[config.mk]
export PLATFORM = sky130hd
export DESIGN_NAME = control_frame_buffer_write_only_flat
export DESIGN_NICKNAME = d
export VERILOG_FILES = /design/src/rtl/fb_ctrl_pkg.sv /design/src/rtl/control_frame_buffer_write_only_if.sv /design/src/rtl/fb_strobe_counter.sv /design/src/rtl/control_frame_buffer_write_only.sv /design/src/flat_wrapper.sv
export SDC_FILE = /design/constraint.sdc
export NUM_CORES = 1
export LEC_CHECK = 0
export ABC_AREA = 1
export CAP_MARGIN = 10
export CORE_ASPECT_RATIO = 0.8
export CORE_UTILIZATION = 30
export CTS_CLUSTER_SIZE = 25
export DETAILED_ROUTE_END_ITERATION = 8
export PLACE_DENSITY = 0.48
export SLEW_MARGIN = 10
export SYNTH_ARGS = -nofsm -noshare
export SYNTH_HDL_FRONTEND = slang
export SYNTH_HIERARCHICAL = 1
export SYNTH_SLANG_ARGS = --single-unit
[constraint.sdc]
create_clock -name clk_i -period 5.6 [get_ports clk_i]
set_input_delay 1.4 -clock clk_i [delete_from_list [all_inputs] [get_ports clk_i]]
set_output_delay 1.4 -clock clk_i [all_outputs]
set_load 0.1 [all_outputs]
[src/rtl/fb_ctrl_pkg.sv]
// fb_ctrl_pkg: definitions shared by the frame-buffer read-side and write-side
// controllers. These are the FSM state encodings, the default bus widths, and a
// helper that sizes a period-N strobe counter.
package fb_ctrl_pkg;

  localparam int FB_ADDR_WIDTH = 32;
  localparam int FB_DATA_WIDTH = 16;

  typedef enum logic [0:0] {
    ST_WAIT_SOF = 1'b0,
    ST_WRITING  = 1'b1
  } fb_state_t;

  // Bits needed to count 0..period-1. A period of 1 still gets one bit, so
  // the counter register never collapses to zero width.
  function automatic int strobe_cnt_width(input int period);
    return (period > 1) ? $clog2(period) : 1;
  endfunction

endpackage

[src/rtl/control_frame_buffer_write_only_if.sv]
// control_frame_buffer_write_only_if: capture-FIFO pop side and frame-buffer
// write side of the write controller, bundled into one interface.
// The master modport is the controller. The slave modport is the FIFO and
// frame-buffer environment.
interface control_frame_buffer_write_only_if
  import fb_ctrl_pkg::*;
#(
  parameter int ADDR_WIDTH = FB_ADDR_WIDTH,
  parameter int DATA_WIDTH = FB_DATA_WIDTH
) ();

  logic                  fifo_empty_i;
  logic [DATA_WIDTH-1:0] fifo_data_i;
  logic                  fifo_rd_o;
  logic                  wr_o;
  logic [ADDR_WIDTH-1:0] addr_wr_o;
  logic [DATA_WIDTH-1:0] data_wr_o;

  modport master (
    input  fifo_empty_i,
    input  fifo_data_i,
    output fifo_rd_o,
    output wr_o,
    output addr_wr_o,
    output data_wr_o
  );

  modport slave (
    output fifo_empty_i,
    output fifo_data_i,
    input  fifo_rd_o,
    input  wr_o,
    input  addr_wr_o,
    input  data_wr_o
  );

endinterface

[src/rtl/fb_strobe_counter.sv]
// fb_strobe_counter: period-N enable generator. The enable output is high
// whenever the count is zero.
// - hold freezes the count.
// - clear forces the count back to zero, so the next enable comes at once.
// The read-side controller reuses this block.
module fb_strobe_counter
  import fb_ctrl_pkg::*;
#(
  parameter int PERIOD = 1
) (
  input  logic clk,
  input  logic rst,
  input  logic clear,
  input  logic hold,
  output logic enable
);

  localparam int CW = strobe_cnt_width(PERIOD);
  localparam logic [CW-1:0] LAST = CW'(PERIOD - 1);

  logic [CW-1:0] cnt;

  // Count 0..PERIOD-1 and wrap. Clear wins over hold.
  always_ff @(posedge clk or posedge rst) begin
    if (rst) begin
      cnt <= '0;
    end else if (clear) begin
      cnt <= '0;
    end else if (!hold) begin
      cnt <= (cnt == LAST) ? '0 : cnt + CW'(1);
    end
  end

  assign enable = (cnt == '0);

endmodule

[src/rtl/control_frame_buffer_write_only.sv]
// control_frame_buffer_write_only: write-side frame-buffer controller.
// It pops pixels from the camera capture FIFO and writes them into the frame
// buffer, starting each frame at a start-of-frame pulse.
// Optional feature macro: FB_WR_SYNC_ERR_CNT_EN. When defined, it adds
// sync_err_cnt_o, a saturating count of early and late start-of-frame events.
module control_frame_buffer_write_only
  import fb_ctrl_pkg::*;
#(
  parameter int ADDR_WIDTH          = FB_ADDR_WIDTH,
  parameter int DATA_WIDTH          = FB_DATA_WIDTH,
  parameter int FIFO_DEPTH_WIDTH    = 9,
  parameter int WRITE_STROBE_PERIOD = 1
) (
  input  logic                 clk_i,
  input  logic                 reset_i,
  input  logic [15:0]          resolution_width_i,
  input  logic [15:0]          resolution_depth_i,
  input  logic                 frame_start_i,
  control_frame_buffer_write_only_if.master fb_bus,
  output logic                 page_written_once_o,
  output logic                 frame_done_o,
  output logic                 sync_err_o
`ifdef FB_WR_SYNC_ERR_CNT_EN
  ,
  output logic [15:0]          sync_err_cnt_o
`endif
);

  if (WRITE_STROBE_PERIOD < 1 || FIFO_DEPTH_WIDTH < 1) begin : g_param_check
    $error("control_frame_buffer_write_only: WRITE_STROBE_PERIOD and FIFO_DEPTH_WIDTH must be >= 1");
  end

  fb_state_t             state, state_next;
  logic [ADDR_WIDTH-1:0] pointer, pointer_next;
  logic [ADDR_WIDTH-1:0] frame_pixels, total_pixel, tag_addr;
  logic                  frame_empty, strobe_en, pop, pop_write, tag_last;
  logic                  sync_err_next;
  logic                  s1_valid, s1_last;
  logic [ADDR_WIDTH-1:0] s1_addr;

  assign frame_pixels = ADDR_WIDTH'(resolution_width_i) * ADDR_WIDTH'(resolution_depth_i);
  assign total_pixel  = frame_pixels - ADDR_WIDTH'(1);
  assign frame_empty  = (frame_pixels == '0);
  assign tag_last     = (tag_addr == total_pixel);
  assign fb_bus.fifo_rd_o = pop;

  // The strobe phase runs only while the FIFO has data. It is parked at zero
  // outside a frame, so the first pixel of every frame pops immediately.
  fb_strobe_counter #(
    .PERIOD (WRITE_STROBE_PERIOD)
  ) u_strobe (
    .clk    (clk_i),
    .rst    (reset_i),
    .clear  (state == ST_WAIT_SOF),
    .hold   (fb_bus.fifo_empty_i),
    .enable (strobe_en)
  );

  // Next state, pointer update, pop decision and address tag for this cycle.
  always_comb begin
    state_next    = state;
    pointer_next  = pointer;
    tag_addr      = pointer;
    pop           = 1'b0;
    pop_write     = 1'b0;
    sync_err_next = 1'b0;
    case (state)
      ST_WAIT_SOF: begin
        pop = !fb_bus.fifo_empty_i;
        if (frame_start_i && !frame_empty) begin
          pointer_next = '0;
          state_next   = ST_WRITING;
        end
      end
      ST_WRITING: begin
        if (frame_start_i) begin
          tag_addr      = '0;
          sync_err_next = (pointer != '0);
        end
        pointer_next = tag_addr;
        if (!fb_bus.fifo_empty_i && strobe_en) begin
          pop       = 1'b1;
          pop_write = 1'b1;
          if (tag_last) begin
            pointer_next = '0;
            state_next   = ST_WAIT_SOF;
          end else begin
            pointer_next = tag_addr + ADDR_WIDTH'(1);
          end
        end
      end
      default: state_next = ST_WAIT_SOF;
    endcase
  end

  // State register, pixel pointer and the registered sync-error pulse.
  always_ff @(posedge clk_i or posedge reset_i) begin
    if (reset_i) begin
      state      <= ST_WAIT_SOF;
      pointer    <= '0;
      sync_err_o <= 1'b0;
    end else begin
      state      <= state_next;
      pointer    <= pointer_next;
      sync_err_o <= sync_err_next;
    end
  end

  // First pipeline stage: remember which address was popped while the FIFO
  // produces the data one cycle later.
  always_ff @(posedge clk_i or posedge reset_i) begin
    if (reset_i) begin
      s1_valid <= 1'b0;
      s1_addr  <= '0;
      s1_last  <= 1'b0;
    end else begin
      s1_valid <= pop_write;
      s1_addr  <= tag_addr;
      s1_last  <= pop_write & tag_last;
    end
  end

  // Second stage: register the write. The address holds between writes, and
  // the page flag is sticky once a full frame has landed.
  always_ff @(posedge clk_i or posedge reset_i) begin
    if (reset_i) begin
      fb_bus.wr_o         <= 1'b0;
      fb_bus.addr_wr_o    <= '0;
      fb_bus.data_wr_o    <= '0;
      frame_done_o        <= 1'b0;
      page_written_once_o <= 1'b0;
    end else begin
      fb_bus.wr_o  <= s1_valid;
      frame_done_o <= s1_valid & s1_last;
      if (s1_valid) begin
        fb_bus.addr_wr_o <= s1_addr;
        fb_bus.data_wr_o <= fb_bus.fifo_data_i;
      end
      if (s1_valid && s1_last) begin
        page_written_once_o <= 1'b1;
      end
    end
  end

`ifdef FB_WR_SYNC_ERR_CNT_EN
  logic late_armed, late_hit;

  // A completed frame arms the late-SOF detector. The first pixel that shows
  // up before the next start-of-frame counts as one late event.
  assign late_hit = (state == ST_WAIT_SOF) && late_armed && !fb_bus.fifo_empty_i && !frame_start_i;

  // Late-SOF arming and the saturating event counter.
  always_ff @(posedge clk_i or posedge reset_i) begin
    if (reset_i) begin
      late_armed     <= 1'b0;
      sync_err_cnt_o <= '0;
    end else begin
      if (state == ST_WRITING && state_next == ST_WAIT_SOF) begin
        late_armed <= 1'b1;
      end else if (frame_start_i || late_hit) begin
        late_armed <= 1'b0;
      end
      if ((sync_err_next || late_hit) && sync_err_cnt_o != 16'hFFFF) begin
        sync_err_cnt_o <= sync_err_cnt_o + 16'd1;
      end
    end
  end
`endif

endmodule

[src/flat_wrapper.sv]
// flat-port wrapper written by rule: the top's interface ports become plain ports
module control_frame_buffer_write_only_flat import fb_ctrl_pkg::*;
#(
  parameter int ADDR_WIDTH          = FB_ADDR_WIDTH,
  parameter int DATA_WIDTH          = FB_DATA_WIDTH,
  parameter int FIFO_DEPTH_WIDTH    = 9,
  parameter int WRITE_STROBE_PERIOD = 1
)
  (clk_i, reset_i, resolution_width_i, resolution_depth_i, frame_start_i, page_written_once_o, frame_done_o, sync_err_o, fb_bus_fifo_empty_i, fb_bus_fifo_data_i, fb_bus_fifo_rd_o, fb_bus_wr_o, fb_bus_addr_wr_o, fb_bus_data_wr_o);
  control_frame_buffer_write_only_if #(.ADDR_WIDTH(ADDR_WIDTH), .DATA_WIDTH(DATA_WIDTH)) fb_bus_i ();
  input  logic clk_i;
  input  logic reset_i;
  input  logic [15:0] resolution_width_i;
  input  logic [15:0] resolution_depth_i;
  input  logic frame_start_i;
  output logic page_written_once_o;
  output logic frame_done_o;
  output logic sync_err_o;
  input wire logic [$bits(fb_bus_i.fifo_empty_i)-1:0] fb_bus_fifo_empty_i;
  input wire logic [$bits(fb_bus_i.fifo_data_i)-1:0] fb_bus_fifo_data_i;
  output wire logic [$bits(fb_bus_i.fifo_rd_o)-1:0] fb_bus_fifo_rd_o;
  output wire logic [$bits(fb_bus_i.wr_o)-1:0] fb_bus_wr_o;
  output wire logic [$bits(fb_bus_i.addr_wr_o)-1:0] fb_bus_addr_wr_o;
  output wire logic [$bits(fb_bus_i.data_wr_o)-1:0] fb_bus_data_wr_o;
  assign fb_bus_i.fifo_empty_i = fb_bus_fifo_empty_i;
  assign fb_bus_i.fifo_data_i = fb_bus_fifo_data_i;
  assign fb_bus_fifo_rd_o = fb_bus_i.fifo_rd_o;
  assign fb_bus_wr_o = fb_bus_i.wr_o;
  assign fb_bus_addr_wr_o = fb_bus_i.addr_wr_o;
  assign fb_bus_data_wr_o = fb_bus_i.data_wr_o;
  control_frame_buffer_write_only #(.ADDR_WIDTH(ADDR_WIDTH), .DATA_WIDTH(DATA_WIDTH), .FIFO_DEPTH_WIDTH(FIFO_DEPTH_WIDTH), .WRITE_STROBE_PERIOD(WRITE_STROBE_PERIOD)) u_core (.clk_i(clk_i), .reset_i(reset_i), .resolution_width_i(resolution_width_i), .resolution_depth_i(resolution_depth_i), .frame_start_i(frame_start_i), .fb_bus(fb_bus_i), .page_written_once_o(page_written_once_o), .frame_done_o(frame_done_o), .sync_err_o(sync_err_o));
endmodule
# [Word level (Yosys, flattened, before mapping)]
# Cells that the tools add are included.
[classes] n_mul=1 reduce_logical=7 mux=19 bitwise=4 n_addsub=3 eq_ne=3
[op_table] cell="2-to-1 mux 32 bit" count=6
[op_table] cell="case mux 32 bit (2 select lines)" count=1
[op_table] cell="adder 32 x 1 -> 32 bit (second input constant)" count=1
[op_table] cell="== test 32 bit" count=1
[op_table] cell="logical NOT 32 bit" count=1
[op_table] cell="multiplier 16 x 16 -> 32 bit" count=1
[op_table] cell="nonzero test 32 bit" count=1
[op_table] cell="subtractor 32 x 1 -> 32 bit (second input constant)" count=1
[op_table] cell="2-to-1 mux 1 bit" count=10
[op_table] cell="case mux 1 bit (2 select lines)" count=2
[op_table] cell="logical AND 1 bit" count=3
[op_table] cell="AND 1 bit" count=2
[op_table] cell="logical NOT 1 bit" count=2
[op_table] cell="!= test 2 x 1 -> 1 bit (second input constant)" count=1
[op_table] cell="!= test 2 bit (second input constant)" count=1
[op_table] cell="NOT 1 bit" count=2
[op_table] cell="adder 1 bit (second input constant)" count=1
[word_totals] register_bits=120 out_inout_bits=53

# [Depth between registers and ports, before layout]
# Gate-level depths: netlist of run 1.
[depth] ltp_word=7 ltp_mapped=41 depth_no_buf=39

# [By module]
# The synthesis of run 1 kept the hierarchy.
[by_module_without_submodules] mod="control_frame_buffer_write_only" n_inst=1 area_each_um2=16533.4 cells_each=2257
[by_module_without_submodules] mod="fb_strobe_counter" n_inst=1 area_each_um2=11.3 cells_each=2

# [Worst setup path after synthesis of run 1]
# No wires, ideal clock.
[synth_path] path_kind="input -> register" from="input resolution_width_i[14]" to="register u_core.pointer[0]" n_path_buf=3 setup_ps=117 path_stages=35 t_arrival_ps=7410 required_time_ps=5483 path_slack_ps=-1927 cell_sequence="clkbuf_1 > clkbuf_1 > nand2_1 > fa_1 > fa_1 > inv_1 > fa_1 > inv_1 > fa_1 > fa_1 > fa_1 > inv_1 > ha_1 > nand2_1 > nor2_2 > inv_2 > nor3_2 > nand2_1 > nand2_1 > nand2_1 > nand2_1 > nand2_1 > nor2_1 > nand3_1 > nand2_1 > nand2_1 > nand2_1 > nand2_1 > nor2_1 > nand3_1 > nor2_2 > nand4_4 > buf_6 > nand3_2 > nand2_1"
[synth_between] elab_chain_len=6 elab_cells_between_ends=10 classes_between="1 x add/sub; 1 x mul; 2 x eq/ne; 3 x mux; 3 x reduce/logical"
[synth_rtl] item="start, declared" line_no="flat_wrapper.sv:13" text="input logic [15:0] resolution_width_i;"
[synth_rtl] item="multiplier 16 x 16 -> 32 bit *" line_no="control_frame_buffer_write_only.sv:41" text="assign frame_pixels = ADDR_WIDTH'(resolution_width_i) * ADDR_WIDTH'(resolution_depth_i);"
[synth_rtl] item="subtractor 32 x 1 -> 32 bit" line_no="control_frame_buffer_write_only.sv:42" text="assign total_pixel = frame_pixels - ADDR_WIDTH'(1);"
[synth_rtl] item="== test 32 bit" line_no="control_frame_buffer_write_only.sv:44" text="assign tag_last = (tag_addr == total_pixel);"
[synth_rtl] item="2-to-1 mux 32 bit" line_no="control_frame_buffer_write_only.sv:84" text="if (tag_last) begin"
[synth_rtl] item="2-to-1 mux 32 bit" line_no="control_frame_buffer_write_only.sv:81" text="if (!fb_bus.fifo_empty_i && strobe_en) begin"
[synth_rtl] item="case mux 32 bit (2 select lines)" line_no="control_frame_buffer_write_only.sv:67" text="case (state)"
[synth_rtl] item="end signal, assigned" line_no="control_frame_buffer_write_only.sv:104" text="pointer <= pointer_next;"
[synth_rtl] item="end, declared" line_no="control_frame_buffer_write_only.sv:34" text="logic [ADDR_WIDTH-1:0] pointer, pointer_next;"
# Every way passes the cells marked *; elsewhere a longest branch is shown, timed or not.
# A chain may end at the register's enable or synchronous reset.

# [Final worst setup path of run 1]
[layout_path] from="input resolution_depth_i[13]" to="register u_core.pointer[2]"
[layout_between] elab_chain_len=6 elab_cells_between_ends=10 classes_between="1 x add/sub; 1 x mul; 2 x eq/ne; 3 x mux; 3 x reduce/logical"
[layout_rtl] item="start, declared" line_no="flat_wrapper.sv:14" text="input logic [15:0] resolution_depth_i;"
[layout_rtl] item="multiplier 16 x 16 -> 32 bit *" line_no="control_frame_buffer_write_only.sv:41"
[layout_rtl] item="subtractor 32 x 1 -> 32 bit" line_no="control_frame_buffer_write_only.sv:42"
[layout_rtl] item="== test 32 bit" line_no="control_frame_buffer_write_only.sv:44"
[layout_rtl] item="2-to-1 mux 32 bit" line_no="control_frame_buffer_write_only.sv:84"
[layout_rtl] item="2-to-1 mux 32 bit" line_no="control_frame_buffer_write_only.sv:81"
[layout_rtl] item="case mux 32 bit (2 select lines)" line_no="control_frame_buffer_write_only.sv:67"
# Marks and branches as above.

==> results of run 1 <==
final timing paths:
kind                                                        start                                endpoint  slack [ns]  cells after the start
setup / recovery                           resolution_depth_i[13]           u_core/pointer[2]$_DFFE_PP0P_       -1.66                     34
hold / removal             u_core/page_written_once_o$_DFFE_PP0P_  u_core/page_written_once_o$_DFFE_PP0P_        0.46                      1
setup reg to reg                    u_core/pointer[0]$_DFFE_PP0P_          u_core/pointer[30]$_DFFE_PP0P_        2.28                     16
hold reg to reg            u_core/page_written_once_o$_DFFE_PP0P_  u_core/page_written_once_o$_DFFE_PP0P_        0.46                      1
max in group asynchronous                                 reset_i             u_core/s1_addr[6]$_DFF_PP0_        3.19                      3
min in group asynchronous                                 reset_i  u_core/fb_bus.data_wr_o[4]$_DFFE_PP0P_        1.52                      2
layer usage:
layer | wire, um | track usage
met4 | 546 | 0.0325
met3 | 3250 | 0.0397
met2 | 22300 | 0.300
met5 | 0 | 0
met1 | 25800 | 0.279
worst max-delay path: cells and delay by family:
family | cells | cell delay [ns]
adders and majority gates | 7 | 3.34
buffers and inverters | 8 | 0.88
AOI/OAI and AO/OA | 1 | 0.06
and+or+nand+nor | 18 | 1.84
what timing repair did:
| action | CTS | global route |
|---|---|---|
| gates resized for setup | 384 | 76 |
| pin swaps | 144 | 63 |
| setup buffers | 73 | 9 |
| endpoints found under the setup margin | 34 | 34 |
| cloned | 27 | 0 |
metrics by stage:
stage                     instances  hold slack [ns]  area (sq um)  worst slack (ns)  utilization
after detailed placement       3206            0.455         20300             -2.81        0.375
after global routing           3345            0.487         23300             -1.94        0.431
after floorplan                2259            0.406         17200             -1.52            -
after CTS                      3338            0.470         23100             -1.64        0.426
after global placement         3206            0.454         20300             -2.75        0.375
final                          3345            0.463         23300             -1.66        0.431
synth_stat cells, types with 16 or more instances:
master and n:
nand2_1 724, inv_1 483, fa_1 194, nor2_1 149, dfrtp_1 119, nand3_1 111
ha_1 106, clkbuf_1 69, mux2_2 48, nand3_2 33, xor2_1 26, a21oi_1 24
nand4_1 24, nor2_2 16
sequential cells by signal, indices dropped and copies added, names as in the netlist:
signal / cells
u_core/fb_bus.data_wr_o: 16
u_core/fb_bus.wr_o: 1
u_core/pointer: 32
u_core/fb_bus.addr_wr_o: 32
u_core/s1_addr: 32
u_core/s1_valid: 1
u_core/s1_last: 1
u_core/state: 1
u_core/page_written_once_o: 1
u_core/sync_err_o: 1
u_core/frame_done_o: 1
cell usage in the layout (no fill, tap or decap), types with 10 or more instances in the layout:
master and count:
nand2_1 629, dfrtp_1 117, buf_12 35, inv_2 33, xnor2_1 10, inv_1 461, fa_1 183, buf_16 20
nand3_2 46, mux2_2 48, nand4_1 24, nor2_1 116, nand3_1 95, nor3_1 12, nand2_4 22, ha_4 20
clkdlybuf4s50_1 72, xor2_1 25, buf_4 264, ha_1 86, nor4_1 14, buf_6 30, fa_2 11, clkbuf_16 17
a21oi_2 13, nor2_4 30, nor2_2 22, o21ai_0 12, nand2_2 87, a21oi_1 12
final cells by class:
class,instances,share of cell area
multi-input cells,1554,0.530
inverters,497,0.0804
flip-flops and latches,119,0.128
repair buffers,441,0.197
clock buffers,22,0.0208
well taps,702,0.0377
clock inverters,10,0.00709
logic make-up (layout without fill, tap and decap cells):
logic type / count (synthesis) / count (layout)
simple gates: 1119 / 1119
compound gates: 44 / 44
buf+inv: 586 / 970
flops: 119 / 119
xor+xnor: 42 / 42
mux: 48 / 48
other cells: 1 / 1
fa+ha+maj: 300 / 300
==> summary.md, run 1 <==
| Metric | Value |
|---|---|
| HPWL after detailed placement | `38300 um` |
| CTS Root Cell | `clkbuf_16` |
| Syn Area/Cell | `7.32 sq um` |
| First-pass GRT wire length | `84800 um` |
| Die area | `56100 sq um` |
| Vias in the first global route | `16.1k` |
| Startpoint Class | `input port` |
| Antenna violations before repair | `0` |
| Unique cell type count in the Yosys netlist | `41` |
| Clock-pin slew on the worst setup and hold paths | `0.06 ns` |
| Gr ovfl total | `0` |
| Final Cycle Share | `1.30` |
| Post-Synth Simple-Gate Area | `0.293` |
| Area grow syn2layout | `40.9%` |
| Worst Hold Class | `reg2reg` |
| Fmax | `0.138 GHz` |
| Die H | `212 um` |
| Synth area leader | `fa_1` |
| RSZ-0062 raised after global routing | `yes` |
| Compound-Gate Fraction of Synth Area | `0.0153` |
| Top post-synthesis cells by area | `fa_1, dfrtp_1, nand2_1, inv_1, ha_1` |
| Endpoint type of the worst setup path | `flip-flop` |
| DRT antenna net count | `0` |
| Number of placement rows | `76` |
| Fin crit period | `7.26 ns` |
| EDFF count, synth | `0` |
| Least-Margin Pin Slew | `1.17 ns` |
| Cells after Synth | `2259` |
| Reg area | `2980 sq um` |
| Adder-cell share of the synthesized area | `0.315` |
| Skew final | `0.00858 ns` |
| Final Hold Vio Count | `0` |
| DRT iter0 DRCs | `861` |
| Crit path top cell by count | `fa_1` |
| Fin worst setup slack | `-1.66 ns` |
| Clk buf depth | `2` |
| Most common flop cell mapped by yosys | `dfrtp_1` |
| Synth top area share | `0.235` |
| Largest net degree at the start of global routing | `70` |
| Hold_buf cts | `0` |
| Pre-antenna DRT Iters | `5` |
| #FFs+latches synth | `119` |
| Drt wl/cell | `15.5 um` |
| CP Class | `in2reg` |
| Largest stage delay on the critical path | `0.60 ns` |
| Mapped Area | `16500 sq um` |
| Core area | `54100 sq um` |
| Failing checks | `negative setup slack` |
| CTS buffer count | `17` |
| WL final | `51900 um` |
| Yosys warns | `6` |
| Max Slew Vio Count | `0` |
| Tot GR Track Use | `0.193` |
| Worst slew margin | `0.222` |
| Die Width | `265 um` |
| Setup TNS | `-55.51 ns` |
| Initial core utilization | `0.306` |
| Worst-Skew Late Latency | `0.42 ns` |
| Port Buffers | `104` |
| Post-synthesis async set-or-reset flop share | `1.00` |
| Max Fanout on Critical Path | `8` |
| DRC viols | `0` |
| CTS tree | `yes` |
| Sequential element share of the synthesized area | `0.180` |
| FILL cells | `5380` |
| Final setup violation count | `34` |
| Largest family of logic cells by synthesized area | `adder cells` |
| Antenna cells | `0` |
| Req. time, crit path | `5.91 ns` |
| Critical Path AT | `7.57 ns` |
| XOR/XNOR Fraction of Synth Area | `0.0272` |
| Clock sink count | `119` |
| Layout cells sized above 1 | `0.286` |
| Via density | `4.59` |
| Via count | `15.4k` |
| Max-Cap Viols | `0` |
| Nets | `2982` |
| RePlAce Congestion | `0.876` |
| Synthesized net count | `2611` |
| Status | `finished, violations left` |
| # IOs | `105` |
| Area of the multi-input gates | `12300 sq um` |
| Post-synthesis mux area share | `0.0327` |
| Crit path max-delay cell type | `fa_1` |
| Clock H-tree levels | `4` |
Power of run 1 is not shown: default switching activity piles up to over one toggle a cycle in this logic, so the estimate is an artifact.
==> run 2: changes to the inputs <==
--- a/config.mk
+++ b/config.mk
@@ -11,6 +11,7 @@
 export CORE_UTILIZATION = 30
 export CTS_CLUSTER_SIZE = 25
 export DETAILED_ROUTE_END_ITERATION = 8
+export GPL_ROUTABILITY_DRIVEN = 1
 export PLACE_DENSITY = 0.48
 export SLEW_MARGIN = 10
 export SYNTH_ARGS = -nofsm -noshare
==> results of run 2 <==
The final DEF is identical to that of run 1; final timing and power are the same.
Power of run 2 is left out for the same reason.
==> run 3: changes to the inputs <==
--- a/config.mk
+++ b/config.mk
@@ -8,6 +8,7 @@
 export ABC_AREA = 1
 export CAP_MARGIN = 10
 export CORE_ASPECT_RATIO = 0.8
+export CORE_MARGIN = 1
 export CORE_UTILIZATION = 30
 export CTS_CLUSTER_SIZE = 25
 export DETAILED_ROUTE_END_ITERATION = 8
==> results of run 3 <==
The final DEF is identical to that of run 1; final timing and power are the same.
Power of run 3 is left out for the same reason.
==> patch 1, RTL diff (settings of run 2) <==
Register the output `sync_err_o` once more; this adds one clock of latency there. The other outputs are not delayed to match.
--- a/src/rtl/control_frame_buffer_write_only.sv
+++ b/src/rtl/control_frame_buffer_write_only.sv
@@ -25,6 +25,8 @@
   output logic [15:0]          sync_err_cnt_o
 `endif
 );
+
+  logic sync_err_s0;
 
   if (WRITE_STROBE_PERIOD < 1 || FIFO_DEPTH_WIDTH < 1) begin : g_param_check
     $error("control_frame_buffer_write_only: WRITE_STROBE_PERIOD and FIFO_DEPTH_WIDTH must be >= 1");
@@ -98,11 +100,11 @@
     if (reset_i) begin
       state      <= ST_WAIT_SOF;
       pointer    <= '0;
-      sync_err_o <= 1'b0;
+      sync_err_s0 <= 1'b0;
     end else begin
       state      <= state_next;
       pointer    <= pointer_next;
-      sync_err_o <= sync_err_next;
+      sync_err_s0 <= sync_err_next;
     end
   end
 
@@ -167,5 +169,9 @@
   end
 `endif
 
+  always_ff @(posedge clk_i) begin
+    sync_err_o <= sync_err_s0;
+  end
+
 endmodule
 
Check against the original RTL: not equivalent (a bounded check fails within 4 cycles, from zero or initial values and one cycle with reset_i high).
==> patch 1 against run 2 <==
  * The run still ends with negative setup slack left
  * Sequential share of layout area barely moved
  * Critical path depth up 2
  * Cell area is 0.76% higher
  * Routed wire length fell by 1.7%
  * Register-to-register slack gained 0.09 ns
  * Maximum frequency is 0.40% higher
  * Sequential cell count increased by 1
  * Area after synthesis up 0.12%
  * Worst setup slack improved by 0.029 ns
  * Count of clock-buffer cells in the layout up 2
  * Non-clock buffer count shrank 2
Power is left out: the tool's default activity adds up to more than one toggle a clock period on the data nets, which glitch-free logic cannot reach.
==> patch 1: results <==
[outcome]
status = finished, violations left
violations = negative setup slack

[route]
vias_per_cell = 4.58
drtIter0Drc = 911
route.met3.wl_mm = 2.45
wl_met2_mm = 22.4
m1WireLength_mm = 26.0
wl_per_cell_um = 15.3
dr.pass1.iters = 6

[hold_path]
holdCritStartpoint = u_core/sync_err_s0

[critical_path]
ff2ff_path_depth = 17
crit_arrival_ns = 7.54
startpoint = resolution_depth_i[3]

[global_route]
met2_usage_pct = 29.5
grtUsageMet1_pct = 28.5
grtUsageTotal_pct = 18.8

[finish]
seq_area_um2 = 3000
final-nonclk-buf-share_pct = 18.9
clk_share_pct = 2.42
buffers = 439
fillers = 5416
nets = 2981
multi_input_area_share_pct = 54.1

[place]
place_inst = 3212
placed_area_um2 = 20300
place_ws_ns = -2.74
hpwl_mm = 38.5
place.gp.congestion = 0.903

[timing]
worst_pin_slew_ns = 0.995
tns_ns = -54.77
timing.final.ws_setup_ns = -1.63
setup_viol = 34
worst_clock_skew_ns = 0.0141

[synthesis]
syn-num-nets = 2612
synthTopCellsByArea = fa_1 (23%), dfrtp_1 (18%), nand2_1 (16%)
ys_seq_area_share_pct = 18.1
async_reset_ff_share_pct = 99.2
[patch 1: cell count changes in the layout (fill, tap and decap cells not counted), moves of 9 or more]
cell,run 2,this run
nand2_1,629,585
nand2_2,87,113
nand2_4,22,39
inv_1,461,451
buf_6,30,39
nand3_1,95,86
[patch 1: cell families after synthesis]
family | synth area share (%)
compound gates | 1.53
xor+xnor | 2.72
fa+ha+maj | 31.5
buf+inv | 13.7
flops | 18.1
mux | 3.26
other cells | 0.0226
simple gates | 29.3
[patch 1: what timing repair did]
item / 4_1_cts / 5_1_grt
endpoints found under the setup margin: 34 / 34
pin swaps: 145 / 130
gates cloned: 18 / 1
gates resized for setup: 408 / 162
setup buffers: 67 / 17
[patch 1: worst min path at each step]
stage,end,slack (ns),cells after the start
floorplan,u_core/sync_err_o,0.32,0
global placement,u_core/sync_err_o,0.33,0
detailed placement,u_core/sync_err_o,0.34,0
CTS,u_core/sync_err_o,0.35,0
global route,u_core/sync_err_o,0.36,0
finish,u_core/sync_err_o,0.35,0
==> patch 2, RTL diff (settings of run 2) <==
Made on the original files. The package constant `FB_ADDR_WIDTH` goes from 32 to 36.
--- a/src/rtl/fb_ctrl_pkg.sv
+++ b/src/rtl/fb_ctrl_pkg.sv
@@ -3,7 +3,7 @@
 // helper that sizes a period-N strobe counter.
 package fb_ctrl_pkg;
 
-  localparam int FB_ADDR_WIDTH = 32;
+  localparam int FB_ADDR_WIDTH = 36;
   localparam int FB_DATA_WIDTH = 16;
 
   typedef enum logic [0:0] {
Interface: changed (resized fb_bus_addr_wr_o); port bits go from 105 to 109. No check against the original RTL was run, so the function may have changed too.
==> patch 2 against run 2 <==
  * The flow still finishes with violations (negative setup slack)
  * Cell area increased by 7.4%
  * Clock skew increased by 0.0010 ns
  * Routed wire length increased by 6.4%
  * First-iteration DRC count increased by 31%
  * Worst setup slack got worse by 0.025 ns
  * Critical path depth decreased by 2
  * Synthesized cell count increased by 3.8%
  * Area after synthesis increased by 3.1%
  * Count of clock-buffer cells in the layout decreased by 4
  * Sequential cell count increased by 12
  * Global-route usage increased by 0.52 points
  * Highest routed layer is now met5
Power is left out: the tool's default activity adds up to more than one toggle a clock period on the data nets, which glitch-free logic cannot reach.
==> patch 2: results <==
[outcome]
status = finished, violations left
violations = negative setup slack

[global_route]
grt_max_degree = 110
grt_pass1_wl_mm = 89.6
grt_pass1_vias = 17100
grtUsageTotal_pct = 19.8
antenna_found_initial = 1

[place]
place.gp.congestion = 0.893
io_buffers = 108
place_inst = 3349
hpwl_mm = 39.2
placed_area_um2 = 21200

[synthesis]
syn-num-nets = 2697
synthCells = 2345
synth_warnings = 6
synth_ff_type = dfrtp_1
synthTopCellsByArea = fa_1 (23%), dfrtp_1 (19%), nand2_1 (16%)
yosys.cell_types.count = 41
async_reset_ff_share_pct = 100
synth_commonest_cells = nand2_1 (739), inv_1 (467), fa_1 (194), nor2_1 (175), dfrtp_1 (131)
ys_seq_area_share_pct = 19.2

[timing]
setup_viol = 38
worst_pin_slew_ns = 1.02
timing.final.ws_setup_ns = -1.68
worst_clock_skew_ns = 0.00963

[finish]
final_cells = 3506
num_antenna_cells = 0
drive_above_1_share_pct = 32.9
reg_top3 = u_core/fb_bus.addr_wr_o (36), u_core/pointer (36), u_core/s1_addr (36)
nets = 3095
fillers = 5587

[critical_path]
crit_slowest_cell = fa_2
worstPathMaxFanout = 7
worst_path_dominant_cell_family = adder cells
crit_path_max_incr_delay_ns = 0.58
crit_arrival_ns = 7.59

[route]
wl_per_cell_um = 15.8
top_layer = met5
wl_met2_mm = 24.0
drtIter0Drc = 1125
vias_per_cell = 4.64
m1WireLength_mm = 27.3
route.met3.wl_mm = 3.59
dr.pass1.iters = 6

[clock_network]
clk_latency_ns = 0.42
cts_made_buffers = 17
htreeDepth = 4
cts.clk_slew.worst_paths_ns = 0.06
root_buffer = clkbuf_16
clk_path_buf_depth = 2

[hold_path]
hold_class = reg -> reg
==> patch 2: area by class of cell <==
type | count | area (um2) | area share, %
repair buffers | 470 | 4940 | 19.8
inverters | 492 | 1870 | 7.48
multi-input cells | 1631 | 13400 | 53.5
clock inverters | 14 | 175 | 0.700
clock buffers | 18 | 429 | 1.72
well taps | 750 | 938 | 3.75
flip-flops and latches | 131 | 3280 | 13.1
==> patch 2: logic make-up after synthesis <==
| logic type | synth area share, % |
|---|---|
| and+or+nand+nor | 29.6 |
| buffers and inverters | 13.1 |
| adders and majority gates | 30.6 |
| DFF | 19.2 |
| muxes | 3.43 |
| AOI/OAI and AO/OA | 1.61 |
| xor gates and xnor gates | 2.48 |
| other | 0.0220 |
==> patch 2: worst min-delay path, cell delays in order, from the launching register on <==
cell,delay [ns]
dfrtp_1,0.32
nand2_1,0.05
inv_1,0.06
==> patch 2: final timing paths <==
kind / startpoint / slack, ns / endpoint / cells past startpoint
setup reg to reg: u_core/state / 1.98 / u_core/pointer[32] / 16
hold / removal: u_core/s1_last / 0.46 / u_core/frame_done_o / 2
max in group asynchronous: reset_i / 3.12 / u_core/fb_bus.addr_wr_o[6] / 3
min in group asynchronous: reset_i / 1.60 / u_core/fb_bus.addr_wr_o[19] / 2
setup / recovery: resolution_width_i[6] / -1.68 / u_core/pointer[32] / 32
hold reg to reg: u_core/s1_last / 0.46 / u_core/frame_done_o / 2
==> patch 2: routing by layer <==
layer	vias up	track usage [%]
met3	39	4.78
li1	7828	-
met5	-	0
met1	7980	29.0
met4	2	2.73
met2	402	30.0
==> patch 2: per-stage QoR <==
step	TNS [ns]	util [%]	worst slack (ns)	hold slack (ns)
after global placement	-103.65	38.1	-2.77	0.442
after detailed placement	-104.47	38.1	-2.81	0.447
after floorplan	-57.78	-	-1.56	0.352
after CTS	-61.17	43.1	-1.64	0.461
final	-62.68	44.9	-1.68	0.457
after global routing	-71.70	44.9	-1.93	0.484
==> patch 2: what timing repair did <==
item	in CTS	in global routing
resized for setup	401	245
buffers inserted	73	29
pin swaps	112	99
gates cloned	26	0
endpoints found under the setup margin	38	38
